[config.mk]
export PLATFORM = sky130hd
export DESIGN_NAME = extract_ratio_cols_flat
export DESIGN_NICKNAME = d
export VERILOG_FILES = /design/src/rtl/lp_pkg.sv /design/src/rtl/axi_stream_port.sv /design/src/rtl/lp_stream_fifo.sv /design/src/rtl/extract_ratio_cols.sv /design/src/flat_wrapper.sv
export SDC_FILE = /design/constraint.sdc
export NUM_CORES = 1
export LEC_CHECK = 0
export BUFFER_PORTS_ARGS = -buffer_cell sky130_fd_sc_hd__buf_2
export CAP_MARGIN = 20
export CORE_MARGIN = 4
export CORE_UTILIZATION = 63
export CTS_CLUSTER_SIZE = 8
export DETAILED_ROUTE_END_ITERATION = 6
export PLACE_DENSITY = 0.85
export SYNTH_ARGS = -nofsm -noshare
export SYNTH_HDL_FRONTEND = slang
export SYNTH_SLANG_ARGS = --single-unit
[constraint.sdc]
create_clock -name clk -period 7 [get_ports clk]
set_input_delay 0.35 -clock clk [delete_from_list [all_inputs] [get_ports clk]]
set_output_delay 0.35 -clock clk [all_outputs]
set_load 0.1 [all_outputs]
[src/rtl/lp_pkg.sv]
// Shared LP-engine types and default widths.
// Pulled in by the tableau column extractor and its stream FIFOs.
package lp_pkg;

  localparam int DATAW      = 32;
  localparam int NUM_ROWS_W = 16;
  localparam int NUM_COLS_W = 16;
  localparam int FIFO_DEPTH = 4;

  typedef enum logic [2:0] {
    IDLE,
    RUN,
    DRAIN,
    DONE,
    ERR_DONE
  } extract_state_t;

endpackage

[src/rtl/axi_stream_port.sv]
// Minimal AXI-stream bundle: data, valid, ready.
// Modport in = sink side, out = source side.
interface axi_stream_port #(
  parameter int W = 32
) ();

  logic [W-1:0] data;
  logic         valid;
  logic         ready;

  modport in  (input data, input valid, output ready);
  modport out (output data, output valid, input ready);

endinterface

[src/rtl/lp_stream_fifo.sv]
// Small sync FIFO, async active-high reset flushes it.
// Ports: push/push_data in, pop in, head/full/empty out.
module lp_stream_fifo #(
  parameter int DATAW      = 32,
  parameter int FIFO_DEPTH = 4
) (
  input  logic             clk,
  input  logic             reset,
  input  logic             push,
  input  logic [DATAW-1:0] push_data,
  input  logic             pop,
  output logic [DATAW-1:0] head,
  output logic             full,
  output logic             empty
);

  localparam int AW = $clog2(FIFO_DEPTH);
  localparam logic [AW:0] DEPTH_C = (AW+1)'(FIFO_DEPTH);

  logic [DATAW-1:0] mem [FIFO_DEPTH];
  logic [AW-1:0]    wr_ptr;
  logic [AW-1:0]    rd_ptr;
  logic [AW:0]      count;
  logic             do_push;
  logic             do_pop;

  assign do_push = push && !full;
  assign do_pop  = pop && !empty;

  assign full  = (count == DEPTH_C);
  assign empty = (count == '0);
  assign head  = mem[rd_ptr];

  always_ff @(posedge clk or posedge reset) begin
    if (reset) begin
      wr_ptr <= '0;
      rd_ptr <= '0;
      count  <= '0;
    end else begin
      if (do_push) wr_ptr <= wr_ptr + AW'(1);
      if (do_pop)  rd_ptr <= rd_ptr + AW'(1);
      unique case ({do_push, do_pop})
        2'b10:   count <= count + (AW+1)'(1);
        2'b01:   count <= count - (AW+1)'(1);
        default: count <= count;
      endcase
    end
  end

  // Storage needs no reset; pointers define what is valid.
  always_ff @(posedge clk) begin
    if (do_push) mem[wr_ptr] <= push_data;
  end

endmodule

[src/rtl/extract_ratio_cols.sv]
// Splits a row-major tableau pass into per-row pivot and RHS streams.
// In: start/config, axi_tableau. Out: axi_pivotcol, axi_rightcol, busy/done/err.
module extract_ratio_cols
  import lp_pkg::*;
#(
  parameter int DATAW      = lp_pkg::DATAW,
  parameter int NUM_ROWS_W = lp_pkg::NUM_ROWS_W,
  parameter int NUM_COLS_W = lp_pkg::NUM_COLS_W,
  parameter int FIFO_DEPTH = lp_pkg::FIFO_DEPTH
) (
  input  logic                  clk,
  input  logic                  reset,
  input  logic                  start,
  input  logic [NUM_ROWS_W-1:0] num_rows,
  input  logic [NUM_COLS_W-1:0] num_cols,
  input  logic [NUM_COLS_W-1:0] pivot_col,
  axi_stream_port.in            axi_tableau,
  axi_stream_port.out           axi_rightcol,
  axi_stream_port.out           axi_pivotcol,
  output logic                  busy,
  output logic                  done,
  output logic                  err
);

  extract_state_t state;

  logic [NUM_ROWS_W-1:0] row;
  logic [NUM_ROWS_W-1:0] rows_q;
  logic [NUM_COLS_W-1:0] col;
  logic [NUM_COLS_W-1:0] cols_q;
  logic [NUM_COLS_W-1:0] pcol_q;

  logic p_full, p_empty;
  logic r_full, r_empty;
  logic hs, col_last, row_last;
  logic p_push, r_push;
  logic p_pop, r_pop;

  // Ready depends only on state and registered FIFO counts.
  assign axi_tableau.ready = (state == RUN) && !p_full && !r_full;

  assign hs       = axi_tableau.valid && axi_tableau.ready;
  assign col_last = (col == cols_q);
  assign row_last = (row == rows_q);
  assign p_push   = hs && (col == pcol_q);
  assign r_push   = hs && col_last;

  assign axi_pivotcol.valid = !p_empty;
  assign axi_rightcol.valid = !r_empty;
  assign p_pop = axi_pivotcol.valid && axi_pivotcol.ready;
  assign r_pop = axi_rightcol.valid && axi_rightcol.ready;

  lp_stream_fifo #(
    .DATAW      (DATAW),
    .FIFO_DEPTH (FIFO_DEPTH)
  ) u_pivot_fifo (
    .clk       (clk),
    .reset     (reset),
    .push      (p_push),
    .push_data (axi_tableau.data),
    .pop       (p_pop),
    .head      (axi_pivotcol.data),
    .full      (p_full),
    .empty     (p_empty)
  );

  lp_stream_fifo #(
    .DATAW      (DATAW),
    .FIFO_DEPTH (FIFO_DEPTH)
  ) u_right_fifo (
    .clk       (clk),
    .reset     (reset),
    .push      (r_push),
    .push_data (axi_tableau.data),
    .pop       (r_pop),
    .head      (axi_rightcol.data),
    .full      (r_full),
    .empty     (r_empty)
  );

  always_ff @(posedge clk or posedge reset) begin
    if (reset) begin
      state  <= IDLE;
      row    <= '0;
      col    <= '0;
      rows_q <= '0;
      cols_q <= '0;
      pcol_q <= '0;
      busy   <= 1'b0;
      done   <= 1'b0;
      err    <= 1'b0;
    end else begin
      done <= 1'b0;
      unique case (state)
        IDLE: begin
          if (start) begin
            rows_q <= num_rows;
            cols_q <= num_cols;
            pcol_q <= pivot_col;
            row    <= '0;
            col    <= '0;
            if (pivot_col >= num_cols) begin
              state <= ERR_DONE;
              err   <= 1'b1;
              done  <= 1'b1;
            end else begin
              state <= RUN;
              err   <= 1'b0;
              busy  <= 1'b1;
            end
          end
        end
        RUN: begin
          if (hs) begin
            if (col_last) begin
              col <= '0;
              if (row_last) state <= DRAIN;
              else          row <= row + NUM_ROWS_W'(1);
            end else begin
              col <= col + NUM_COLS_W'(1);
            end
          end
        end
        DRAIN: begin
          if (p_empty && r_empty) begin
            state <= DONE;
            busy  <= 1'b0;
            done  <= 1'b1;
          end
        end
        DONE:     state <= IDLE;
        ERR_DONE: state <= IDLE;
        default:  state <= IDLE;
      endcase
    end
  end

endmodule

[src/flat_wrapper.sv]
// flat-port wrapper written by rule: the top's interface ports become plain ports
module extract_ratio_cols_flat import lp_pkg::*;
#(
  parameter int DATAW      = lp_pkg::DATAW,
  parameter int NUM_ROWS_W = lp_pkg::NUM_ROWS_W,
  parameter int NUM_COLS_W = lp_pkg::NUM_COLS_W,
  parameter int FIFO_DEPTH = lp_pkg::FIFO_DEPTH
)
  (clk, reset, start, num_rows, num_cols, pivot_col, busy, done, err, axi_tableau_data, axi_tableau_valid, axi_tableau_ready, axi_rightcol_data, axi_rightcol_valid, axi_rightcol_ready, axi_pivotcol_data, axi_pivotcol_valid, axi_pivotcol_ready);
  axi_stream_port #(.W(32)) axi_tableau_i ();
  axi_stream_port #(.W(32)) axi_rightcol_i ();
  axi_stream_port #(.W(32)) axi_pivotcol_i ();
  input  logic clk;
  input  logic reset;
  input  logic start;
  input  logic [NUM_ROWS_W-1:0] num_rows;
  input  logic [NUM_COLS_W-1:0] num_cols;
  input  logic [NUM_COLS_W-1:0] pivot_col;
  output logic busy;
  output logic done;
  output logic err;
  input wire logic [$bits(axi_tableau_i.data)-1:0] axi_tableau_data;
  input wire logic [$bits(axi_tableau_i.valid)-1:0] axi_tableau_valid;
  output wire logic [$bits(axi_tableau_i.ready)-1:0] axi_tableau_ready;
  output wire logic [$bits(axi_rightcol_i.data)-1:0] axi_rightcol_data;
  output wire logic [$bits(axi_rightcol_i.valid)-1:0] axi_rightcol_valid;
  input wire logic [$bits(axi_rightcol_i.ready)-1:0] axi_rightcol_ready;
  output wire logic [$bits(axi_pivotcol_i.data)-1:0] axi_pivotcol_data;
  output wire logic [$bits(axi_pivotcol_i.valid)-1:0] axi_pivotcol_valid;
  input wire logic [$bits(axi_pivotcol_i.ready)-1:0] axi_pivotcol_ready;
  assign axi_tableau_i.data = axi_tableau_data;
  assign axi_tableau_i.valid = axi_tableau_valid;
  assign axi_tableau_ready = axi_tableau_i.ready;
  assign axi_rightcol_data = axi_rightcol_i.data;
  assign axi_rightcol_valid = axi_rightcol_i.valid;
  assign axi_rightcol_i.ready = axi_rightcol_ready;
  assign axi_pivotcol_data = axi_pivotcol_i.data;
  assign axi_pivotcol_valid = axi_pivotcol_i.valid;
  assign axi_pivotcol_i.ready = axi_pivotcol_ready;
  extract_ratio_cols #(.DATAW(DATAW), .NUM_ROWS_W(NUM_ROWS_W), .NUM_COLS_W(NUM_COLS_W), .FIFO_DEPTH(FIFO_DEPTH)) u_core (.clk(clk), .reset(reset), .start(start), .num_rows(num_rows), .num_cols(num_cols), .pivot_col(pivot_col), .axi_tableau(axi_tableau_i), .axi_rightcol(axi_rightcol_i), .axi_pivotcol(axi_pivotcol_i), .busy(busy), .done(done), .err(err));
endmodule
==> impl.org, run 1 <==
** Synthesis
- In the synthesized netlist, the cells that appear most often are sky130_fd_sc_hd__edfxtp_1 (256), sky130_fd_sc_hd__nand2_1 (139), sky130_fd_sc_hd__dfrtp_1 (100), sky130_fd_sc_hd__mux4_2 (64), sky130_fd_sc_hd__xor2_1 (52).
- After synthesis, the largest area contributor takes up between 50 and 60% of total cell area.
- The cell area that synthesis handed to floorplanning was 14,660 um2.
- Area leader, netlist :: sky130_fd_sc_hd__edfxtp_1
- Counting every net in the synthesized netlist gives 1,043.
- Synthesis inferred 356 register bits.
- The most used flip-flop cell after synthesis is sky130_fd_sc_hd__edfxtp_1.
- Count of different cell masters after synthesis :: 51
- In the post-synthesis netlist, the biggest area contributors are sky130_fd_sc_hd__edfxtp_1 (52%), sky130_fd_sc_hd__dfrtp_1 (17%), sky130_fd_sc_hd__mux4_2 (9.8%).
- In this run, synthesis inferred 256 flip-flops with an integrated enable.
- Average cell area after synthesis :: 15.81 um2
- After technology mapping, the gate count stands at between 900 and 1,000.
- sky130_fd_sc_hd__edfxtp_1 is the most common cell in the netlist.
- Counting flops with an async set or reset pin after synthesis yields a share of between 20 and 30%.
- The Yosys step of the flow raised 0 warnings.
- Sequential cells were found to cover a little over two thirds of the synthesized design area.

** Detailed routing
- Via count :: between 8,000 and 9,000
- In the final routed layout, each cell accounts on average for 22.78 um.
- Dividing the detail-routed via count by the number of cells gives 5.936.
- The final layout contains routed wiring with a total length of 33.16 mm.
- Before antenna repair, the detailed router went through 5 iterations.
- Post-route DRC :: 0
- Number of violations reported at the end of detailed-routing iteration 0 :: 658
- Number of nets still failing antenna checks after routing :: 0

** Timing
- Tmin final :: 3.125 ns
- Final Hold Vio Count :: 0
- Setup total negative slack on the finished layout was measured at 0 ns.
- Setup repair after global routing left no endpoint under its margin.
- After layout, the worst path uses around 45% of the clock period.
- Setup violations remaining at the end of the flow were counted as 0.
- Max frequency :: about 320 MHz
- On the final layout, the worst clock skew is 0.02679 ns.
- The final max-slew violation count is 0.
- In this run the tightest slew margin relative to its limit is 29.39%.
- For the pin with the worst max-slew slack, the measured transition is 1.059 ns.

** Cells and area
- For this run, the post-layout net count is 1,236.
- The layout has 1,253 filler cells.
- In the final layout, the multi-input gates occupy 4203 um2.
- The post-route netlist has 26.80% of its cells at a drive strength greater than 1.
- Once layout is complete, the cells apart from fillers number 1,456.
- Area growth syn-to-layout :: 18.38%
- Final Instance Area :: 17,350 um2
- Summing all flip-flop and latch instances after layout gives 10,190 um2.

** Setup path
- CP Max Fanout :: 32
- Kind of end point of the critical path :: flop
- At the worst endpoint, the required time is 7.18 ns.
- STA classifies the critical path startpoint as a flop.
- Counting cells, the worst reg-to-reg path comes to 4.
- Data on the critical path arrives at its endpoint at 3.30 ns.
- The worst register-to-register path begins at u_core.state[2]$_DFFE_PP0P_.
- Worst setup path startpoint :: u_core.state[2]$_DFFE_PP0P_
- The critical path is of the reg2reg type.
- In this design, the stage delay of the slowest critical-path cell is roughly 0.90 ns.
- The signal on the critical path passes through or3b_4, or4b_4, nor2_1, and2_2.
- Cell with the biggest individual delay on the critical path :: sky130_fd_sc_hd__and2_2

** Die
- After floorplanning, the core was sized to cover 22,780 um2.
- Number of top-level pins :: 156
- Starting Density :: 64.34%
- Measured along the y axis, the die boundary spans between 150 and 200 um.
- From left edge to right edge, the die measures 160.5 um.
- Row generation in the floorplan step produced 55 rows.
- The floorplan step defined a die boundary enclosing 25,770 um2.

** Run
- The tool flagged a number of max-cap violations equal to 0.

** Worst hold path
- Depth of the worst hold-timing path :: 3
- The worst hold path belongs to the class in2reg.
- In this run the most critical hold path is launched from pivot_col[13].

** CTS
- Clock latency at the later pin of the worst-skew pair :: 0.56 ns
- CTS tree :: built
- Number of setup buffers added after CTS :: 0
- CTS saw approximately 360 sinks.
- Buffers from clock root to sink, at most :: 3
- Clock transition at the register clock pins on the worst setup and hold paths after CTS :: 0.05 ns
- In this run the number of H-tree levels came out at 2.
- Counting the buffers created by CTS gives 50.
- The cell sitting at the root of the clock tree is a sky130_fd_sc_hd__clkbuf_16.

** Pwr
- Final total power :: 7937 uW
- Maximum VDD drop :: a little under 0.0004 V
- Power spread over the standard cell area amounts to 457.5 nW/um2.
- Cell leakage power :: a little under 0.007 uW

** Global route
- Largest net degree at the start of global routing :: just over 70
- Global routing used 26.50% of the available tracks across all layers.
- The via count of the first global-routing pass came to 9,120.
- Antenna violations before repair :: 1
- Global-route wire length before repair :: 52.57 mm
- After global routing the overflow that remains totals 0.

** Placement
- Once placement completed, the tool counted placed cells totaling ~1,400.
- Number of buffer cells added on primary ports :: 155
- The congestion estimate from routability-driven global placement came to 0.8436.
- After detailed placement, the total cell area comes to 15,740 um2.
- After legalization and detailed placement, the total HPWL measured 19.56 mm.

** Outcome
- The flow ran to the end, and the final reports show no timing, DRC or antenna violations.
[flip-flops by register name (all words and copies together) (netlist names)]
signal / cells
u_core.cols_q: 16
u_core.err: 1
u_core.rows_q: 16
u_core.u_pivot_fifo.count: 3
u_core.u_pivot_fifo.wr_ptr: 2
u_core.u_right_fifo.count: 3
u_core.u_pivot_fifo.mem: 128
u_core.u_right_fifo.wr_ptr: 2
u_core.u_pivot_fifo.rd_ptr: 2
u_core.u_right_fifo.mem: 128
u_core.row: 16
u_core.pcol_q: 16
u_core.col: 16
u_core.done: 1
u_core.busy: 1
u_core.state: 3
u_core.u_right_fifo.rd_ptr: 2
[metrics by stage]
step	worst slack, ns	hold WS, ns	util (%)
2_1_floorplan	2.701	0.4489	-
3_3_place_gp	4.009	0.4195	69.11
3_5_place_dp	3.906	0.4174	69.11
4_1_cts	3.870	0.004336	76.16
5_1_grt	3.716	0.01796	76.17
6_report	3.875	0.02198	76.17
[worst paths after layout]
| path | endpoint | slack (ns) |
|---|---|---|
| max | u_core.u_pivot_fifo.mem[3][13]$_DFFE_PP_ | 3.88 |
| min | u_core.pcol_q[13]$_DFFE_PP0P_ | 0.02 |
| max reg2reg | u_core.u_pivot_fifo.mem[3][13]$_DFFE_PP_ | 3.88 |
| min reg2reg | u_core.rows_q[6]$_DFFE_PP0P_ | 0.49 |
| max in group asynchronous | u_core.u_pivot_fifo.rd_ptr[0]$_DFFE_PP0P_ | 5.44 |
| min in group asynchronous | u_core.pcol_q[13]$_DFFE_PP0P_ | 0.39 |
[timing repair]
| item | CTS | global route |
|---|---|---|
| hold buffers | 17 | 0 |
| endpoints found under the setup margin | 0 | 0 |
| gates resized for setup | 0 | 0 |
| hold endpoints to repair | 57 | 0 |
[final cells by class]
cell class / instances / share of cell area (%)
Antenna cell: 1 / 0.01442
Multi-Input combinational cell: 500 / 24.22
Tap cell: 313 / 2.257
Clock inverter: 4 / 0.6346
Sequential cell: 356 / 58.74
Inverter: 33 / 0.7283
Clock buffer: 70 / 7.644
Timing Repair Buffer: 179 / 5.755
[layout by cell type (no fill, tap or decap), types with 11 or more instances in the layout]
cell,instances
sky130_fd_sc_hd__dfrtp_1,98
sky130_fd_sc_hd__nand2_1,139
sky130_fd_sc_hd__clkbuf_1,20
sky130_fd_sc_hd__dlygate4sd3_1,17
sky130_fd_sc_hd__clkbuf_16,50
sky130_fd_sc_hd__nor4_1,11
sky130_fd_sc_hd__nand4_1,14
sky130_fd_sc_hd__edfxtp_1,256
sky130_fd_sc_hd__mux4_2,64
sky130_fd_sc_hd__o21ai_0,36
sky130_fd_sc_hd__ha_1,28
sky130_fd_sc_hd__nor2_1,31
sky130_fd_sc_hd__xor2_1,52
sky130_fd_sc_hd__inv_1,32
sky130_fd_sc_hd__buf_2,155
sky130_fd_sc_hd__xnor2_1,25
[report_power, final]
| part | total [uW] | internal [uW] | switching (uW) |
|---|---|---|---|
| Clock | 2220 | 1340 | 873 |
| Combinational | 3020 | 736 | 2290 |
| Sequential | 2690 | 2460 | 237 |
[logic make-up (layout without fill, tap and decap cells)]
| logic type | Yosys count | count (layout) | share of synthesized area, % |
|---|---|---|---|
| buf+inv | 71 | 286 | 1.912 |
| flops | 356 | 356 | 69.52 |
| xor+xnor | 77 | 77 | 4.601 |
| other cells | 0 | 1 | 0 |
| compound gates | 61 | 61 | 2.373 |
| fa+ha+maj | 30 | 30 | 2.664 |
| mux | 65 | 65 | 9.903 |
| simple gates | 267 | 267 | 9.023 |
[layer usage]
layer | global-route usage (%) | vias to the layer above | wire (um)
met5 | 0 | - | 0
met4 | 8.174 | 0 | 822
met3 | 4.285 | 49 | 2293
met2 | 46.58 | 397 | 17680
met1 | 34.41 | 4395 | 12370
li1 | - | 3802 | -
[critical path: cells and delay by family (launching register included)]
| kind | cells | cell delay (ns) |
|---|---|---|
| AND/OR/NAND/NOR | 4 | 2.31 |
| flip-flops | 1 | 0.42 |
(Power assumes the default switching activity.)
==> inputs of run 2 (changes only) <==
Settings changed: CORE_UTILIZATION 63 to 59, PLACE_DENSITY 0.85 to 0.8.
Clock period 7 ns to 3.1 ns, I/O delays scaled along.
==> run 2 against run 1 <==
Effect of this change:
- critical path type unchanged
- final cell count up 6.5%
- sequential power up 120%
- critical path depth up 4
- final area up 5.0%
- setup slack worse by 3.6 ns
- die area up 6.4%
- first-iteration DRC count up 27%
- fmax up 8.8%
- via count up 4.0%
- worst hold slack better by 0.042 ns
- highest routed layer unchanged
- critical endpoint is now u_core.u_right_fifo.count[1]$_DFFE_PP0P_
==> impl.org, run 2 (synthesis gave the netlist of run 1 again) <==
** Die
- The core region is ~24,000 um2.
- Die outline area :: between 20,000 and 30,000 um2
- Number of top-level pins :: 156
- Starting Density :: 60.09%
- The floorplan has 57 rows.
- Die H :: 165.6 um
- From left edge to right edge, the die measures roughly 170 um.

** Detailed routing
- Via count :: about 9,000
- Final wirelength :: 35.86 mm
- The first detailed-routing pass ran for 5 iterations.
- The detail route stage leaves a number of antenna-violating nets equal to 0.
- After detailed routing, the number of remaining DRC violations is 0.
- For this block, the initial DRC count from the detailed router was 837.
- Via-to-Cell Ratio :: 5.797
- Mean routed wirelength per cell :: 23.12 um

** Timing
- In the finished design, the share of the clock period the worst path needs comes to 92.64%.
- Timing would allow up to 348.2 MHz.
- Skew final :: 0.01451 ns
- For the pin with the worst max-slew slack, the measured transition is 0.9037 ns.
- Setup tns final :: 0 ns
- Worst Hold Slack :: 0.06403 ns
- Worst-case setup margin in the final layout :: ~0.23 ns
- The clock period could shrink to 2.872 ns.
- Worst slew slack as a fraction of its limit :: roughly two fifths
- Max-slew violations :: 0
- Setup repair after global routing missed its margin :: false
- Final Hold Vio Count :: 0
- Final number of setup-violating endpoints :: 0

** CTS
- Clock sink count :: 356
- The cell sitting at the root of the clock tree is a sky130_fd_sc_hd__clkbuf_16.
- TritonCTS built the clock tree.
- H-tree level count :: 2
- No sink is reached through more buffers than the 3 on the longest clock path.
- After clock tree synthesis, the repair step resized 0 gates.
- Counting the buffers created by CTS gives 50.
- After clock tree synthesis, the clock-pin slew on the worst setup and hold paths is 0.05 ns.
- The later pin in the worst-skew pair is clocked with a latency of roughly 0.56 ns.

** Cells and area
- The number of antenna diodes in the final layout is 0.
- Highest-count cells in the layout ignoring fill and taps :: sky130_fd_sc_hd__edfxtp_1 (256), sky130_fd_sc_hd__buf_2 (155), sky130_fd_sc_hd__nand2_1 (139)
- After filler insertion, the fill cell instance count of the layout stands at approximately 1,400.
- Layout Nets :: between 1,000 and 1,500
- Layout Utilization :: 74.66%
- In the final layout, the registers with the most flip-flops are u_core.u_pivot_fifo.mem: 128 flops, u_core.u_right_fifo.mem: 128 flops.
- Post-route insts no fill :: 1,551
- The multi-input combinational cells in the finished layout cover a total of 4214 um2.
- From synthesis to final layout, the design area changed by 24.25%.
- FF/Latch Area :: 10,190 um2
- Of the cells placed in the final design, the portion with a size suffix greater than 1 is between 20% and 30%.
- Most common cell after layout, fill and taps aside :: sky130_fd_sc_hd__edfxtp_1

** Global route
- The via count of the first global-routing pass is ~9,500.
- Largest net degree at the start of global routing :: 72
- Global-route wire length before repair :: ~56 mm
- Gr ovfl total :: 0
- Global routing used 26.37% of the available tracks.
- The number of antenna violations at the first check in global routing was 0.

** Setup path
- Kind of end point of the critical path :: flop
- Cells along the critical path :: or3b_4, or4b_4, nor2b_1, inv_1, ha_1, inv_1, fa_1, o21ai_0
- In this run the worst path has a maximum fanout of 6.
- The cell that appears most often on the critical path is sky130_fd_sc_hd__inv_1.
- Reg2reg setup slack :: 0.23 ns
- Data arrives at the worst endpoint at 3.33 ns.
- R2r worst-path depth :: 8
- FF-to-FF End :: u_core.u_right_fifo.count[1]$_DFFE_PP0P_
- In this run the worst setup path begins at u_core.state[2]$_DFFE_PP0P_.
- Worst EP required :: around 3.6 ns
- Startpoint type of the worst setup path :: flop
- The slowest stage of the critical path belongs to the cell sky130_fd_sc_hd__or4b_4.
- The startpoint identified for the worst register-to-register timing path is u_core.state[2]$_DFFE_PP0P_.
- Worst stage delay on the critical path :: 0.53 ns
- Startpoint-to-endpoint class of the critical path :: reg2reg

** Pwr
- Total power divided by cell area :: between 900 and 1000 nW/um2
- Across the VDD grid, the largest voltage drop is 0.0009886 V.
- In this run the static leakage power is ~0.0072 uW.

** Run
- Across the run, the number of max-cap violations was 0.

** Outcome
- Status :: finished, final reports clean

** Placement
- The HPWL after detailed placement is between 20 and 25 mm.
- Worst setup timing slack at the placement stage :: 0.2673 ns
- Number of buffer cells added on primary ports :: ~160
- The congestion estimate from routability-driven global placement came to 0.8162.
- Post-placement cell count :: 1,393

** Worst hold path
- Endpoint with the worst hold slack :: u_core.u_pivot_fifo.rd_ptr[0]$_DFFE_PP0P_
- Counting instances, the worst hold path has a depth of 3.
- The worst hold path begins at axi_pivotcol_ready.
- Type of the tightest min-delay check :: in2reg
## run 2: routing by layer
metal | routed length, um | GRT usage, % | vias up | share of wire (%)
met5 | 0 | 0 | - | 0
met4 | 1340 | 9.469 | 0 | 3.7
met3 | 2299 | 5.100 | 93 | 6.4
met2 | 18440 | 44.44 | 397 | 51
met1 | 13780 | 34.82 | 4537 | 38
li1 | - | - | 3964 | -
## run 2: final cells by class
cell class                 instances  area share, %
tap                              324          2.226
sequential                       356          55.97
clock buffer                      73          7.345
timing repair buffer             261          10.29
inverter                          33         0.6939
multi-input combinational        500          23.14
clock inverter                     4         0.3367
## run 2: power by group
| group | internal [uW] | switching [uW] | total (uW) |
|---|---|---|---|
| registers | 5550 | 487 | 6040 |
| logic | 1760 | 5270 | 7030 |
| clock network | 2960 | 1970 | 4930 |
## run 2: worst max-delay path by stage
| stage | to | cells past startpoint | slack [ns] |
|---|---|---|---|
| 4_1_cts | u_core.u_right_fifo.count[1]$_DFFE_PP0P_ | 8 | 0.23 |
| 3_5_place_dp | u_core.u_right_fifo.count[1]$_DFFE_PP0P_ | 8 | 0.27 |
| 6_report | u_core.u_right_fifo.count[1]$_DFFE_PP0P_ | 8 | 0.23 |
| 2_1_floorplan | u_core.u_right_fifo.mem[0][0]$_DFFE_PP_ | 5 | 0.16 |
| 5_1_grt | u_core.u_right_fifo.count[1]$_DFFE_PP0P_ | 8 | 0.13 |
| 3_3_place_gp | u_core.u_right_fifo.count[2]$_DFFE_PP0P_ | 10 | 0.38 |
## run 2: stage by stage
stage          instance area, um2  power [uW]
3_5_place_dp                16000       13000
6_report                    18210       17990
3_3_place_gp                16000       12880
4_1_cts                     18210       18070
5_1_grt                     18210       18680
2_1_floorplan               14670       11790
## run 2: what timing repair did
item | 4_1_cts | 5_1_grt
setup buffers | 0 | 0
endpoints found under the setup margin | 0 | 0
hold buffers | 81 | 0
endpoints found under the hold margin | 373 | 0
## run 2: worst max-delay path: cells and delay by family, from the launching register on
family	cells	cell delay [ns]
AOI/OAI and AO/OA	1	0.21
DFF	1	0.42
buffers and inverters	2	0.17
and+or+nand+nor	3	1.34
adders and majority gates	2	0.63
==> inputs of run 3 (changes only) <==
Settings changed: CORE_UTILIZATION 59 to 45, PLACE_DENSITY 0.8 to unset.
==> run 3 against run 2 <==
Effect of this change:
- first-iteration DRC count shrank 33%
- register-to-register slack gained 0.20 ns
- clock power is essentially flat
- final cell count grew 7.9%
- combinational power shrank 2%
- critical path depth shrank 2
- highest routed layer unchanged
- fmax grew 7.3%
- via count shrank 5.3%
==> impl.org, run 3 (synthesis gave the netlist of run 1 again) <==
** Setup path
- Cells along the critical path :: or3b_4, or4b_4, nor2_1, buf_4, and2_2, buf_12
- CP Data Arrival Time :: 2.93 ns
- Together, buffers and inverters on the worst path number 2.
- Startpoint-to-endpoint class of the critical path :: reg2reg
- For this run, the slowest stage of the critical path takes 0.54 ns.
- The worst setup path is launched from a flop.
- CP Max Fanout :: 11
- Worst EP required :: 3.36 ns
- Broken down by cell family, the worst path's largest delay share belongs to simple AND/OR/NAND/NOR gates.
- Worst setup path startpoint :: u_core.state[2]$_DFFE_PP0P_
- Cell with the biggest individual delay on the critical path :: sky130_fd_sc_hd__or4b_4
- Start of the worst register-to-register path :: u_core.state[2]$_DFFE_PP0P_
- STA classifies the critical path endpoint as a flop.

** CTS
- Once the clock tree was built, the resizer swapped 0 gates to a different size.
- H-tree level count :: 2
- Clock sink count :: 356
- CTS placed an instance of sky130_fd_sc_hd__clkbuf_16 at the clock tree root.
- In this run the deepest clock path goes through 3 buffers.
- Clock transition at the register clock pins on the worst setup and hold paths after CTS :: 0.05 ns
- Clock latency at the later pin of the worst-skew pair :: 0.56 ns
- In this run the post-CTS setup repair buffer count came out at 0.
- TritonCTS buffer count :: 50
- CTS tree :: built

** Detailed routing
- Met2 wirelength from detailed routing :: 14.98 mm
- Met1 Routed Length :: 13.89 mm
- In this run the remaining antenna-violating nets after routing total 0.
- Wire segments on met3 add up to 1.536 mm in the final route.
- After detailed routing, the number of remaining DRC violations is 0.
- For this block, the initial DRC count from the detailed router was 557.
- The highest metal layer carrying signal wires in the routed design is met4.
- Mean routed wirelength per cell :: 18.48 um
- Wires add up to 30.92 mm.
- Via count :: 8,511
- The pre-antenna-repair detailed-routing pass consisted of 5 iterations.
- In the routed layout, each cell is associated on average with a via count of 5.087.

** Timing
- The final hold violation count was 0.
- Setup tns final :: 0 ns
- Final clock period utilization by the worst path :: between 80% and 90%
- Actual transition at the worst max-transition pin :: 0.7303 ns
- Setup repair after global routing missed its margin :: false
- Setup violations remaining at the end of the flow were counted as 0.
- The clock period could shrink to 2.675 ns.
- Max frequency :: 373.8 MHz
- Headroom to the max-slew limit came out at 51.32%.
- The final max-slew violation count came to 0.
- Between clock sinks in the finished design, the worst skew comes to around 0.021 ns.

** Die
- Die H :: between 150 and 200 um
- Cell Rows :: 65
- Starting Density :: 45.97%
- In this run the count of I/O pins placed on the die edge is 156.
- Die Span X :: 188.5 um
- The total area inside the core boundary comes to 31,880 um2.
- The die covers 35,520 um2.

** Cells and area
- The largest registers in the layout are u_core.u_pivot_fifo.mem: 128 flops, u_core.u_right_fifo.mem: 128 flops.
- In the layout the commonest cells are sky130_fd_sc_hd__edfxtp_1 (256), sky130_fd_sc_hd__buf_2 (155), sky130_fd_sc_hd__nand2_1 (139).
- Layout Utilization :: 57.87%
- # fillers :: approximately 2,500
- Summing all flip-flop and latch instances after layout gives 10,190 um2.
- Multi-input combinational cell area :: 4214 um2
- The post-route netlist has 26.33% of its cells at a drive strength greater than 1.
- The library cell used most frequently in the layout, excluding fill and tap cells, is sky130_fd_sc_hd__edfxtp_1.
- Layout Nets :: 1,319
- Final Instance Area :: 18,450 um2
- 0 antenna diodes ended up in the layout.
- Area growth syn-to-layout :: 25.87%

** Pwr
- Across the VDD grid, the largest voltage drop is 0.0006505 V.
- Total power divided by cell area :: 971.1 nW/um2
- For this design the static power due to leakage is 0.007246 uW.

** Global route
- Gr ovfl total :: 0
- Via count of the first global-routing pass :: 9,013
- The number of antenna violations at the first check in global routing is 0.
- Global-route wire length before repair :: 50.01 mm
- Largest net degree at the start of global routing :: 72
- Global-route usage over all layers :: between 15 and 20%

** Worst hold path
- HP Start :: axi_rightcol_ready
- The path class of the tightest hold or removal check is in2reg.

** Placement
- The placed instances occupy a cell area of approximately 16,000 um2.
- Routability-driven placement finished with a final weighted congestion of about 0.77.
- Detailed placement HPWL :: 19.81 mm
- Number of buffer cells added on primary ports :: 155

** Run
- Max-cap violations in this run came to 0.

** Outcome
- Status :: finished, final reports clean
## run 3: changes by cell type in the layout (fill, tap and decap cells not counted)
cell                        previous run  this run
sky130_fd_sc_hd__buf_12                8        12
sky130_fd_sc_hd__buf_4                17        14
sky130_fd_sc_hd__clkbuf_1             23        33
sky130_fd_sc_hd__clkinv_16             0         1
sky130_fd_sc_hd__clkinv_8              1         0
sky130_fd_sc_hd__inv_16                2         1
sky130_fd_sc_hd__inv_6                 0         1
## run 3: path summary, 6_finish.rpt
path                                                              to  slack (ns)  cells after the start
min                        u_core.u_right_fifo.rd_ptr[0]$_DFFE_PP0P_        0.07                      3
max reg2reg                 u_core.u_pivot_fifo.mem[0][27]$_DFFE_PP_        0.42                      6
max                         u_core.u_pivot_fifo.mem[0][27]$_DFFE_PP_        0.42                      6
max in group asynchronous                  u_core.row[9]$_DFFE_PP0P_        2.08                      4
min in group asynchronous              u_core.cols_q[12]$_DFFE_PP0P_        0.29                      3
min reg2reg                 u_core.u_pivot_fifo.count[2]$_DFFE_PP0P_        0.49                      1
## run 3: what timing repair did
item / 4_1_cts / 5_1_grt
hold buffers: 81 / 0
endpoints found under the setup margin: 0 / 0
endpoints found under the hold margin: 357 / 0
## run 3: final cells by class
cell class              count  share of cell area, %
inverters                  33                 0.6850
clock buffers              83                  7.454
flip-flops and latches    356                  55.25
clock inverters             4                 0.3459
well taps                 435                  2.950
repair buffers            262                  10.47
multi-input cells         500                  22.84
## run 3: through the flow
| step | instances | total power, uW | setup slack [ns] | hold slack [ns] |
|---|---|---|---|---|
| 4_1_cts | 1673 | 18140 | 0.4111 | 0.04783 |
| 3_3_place_gp | 1505 | 13040 | 0.4649 | 0.3331 |
| 2_1_floorplan | 927 | 11790 | 0.1592 | 0.2539 |
| 3_5_place_dp | 1505 | 13070 | 0.4070 | 0.3271 |
| 5_1_grt | 1673 | 18780 | 0.2999 | 0.06088 |
| 6_report | 1673 | 17910 | 0.4247 | 0.07205 |
## run 3: layer usage
| metal | global-route usage [%] | up-vias |
|---|---|---|
| met5 | 0 | - |
| met1 | 25.04 | 4260 |
| li1 | - | 3986 |
| met2 | 29.43 | 218 |
| met3 | 3.260 | 47 |
| met4 | 4.092 | 0 |
## run 3: worst register-to-register path, delay by kind of cell (launching register included)
kind | cells | cell delay (ns)
DFF | 1 | 0.42
and+or+nand+nor | 4 | 1.60
buffers and inverters | 2 | 0.37
## run 3: report_power, final
group          total [uW]  switching (uW)  internal, uW
sequential           6100             548          5550
clock                4930            1920          3000
combinational        6890            5090          1800
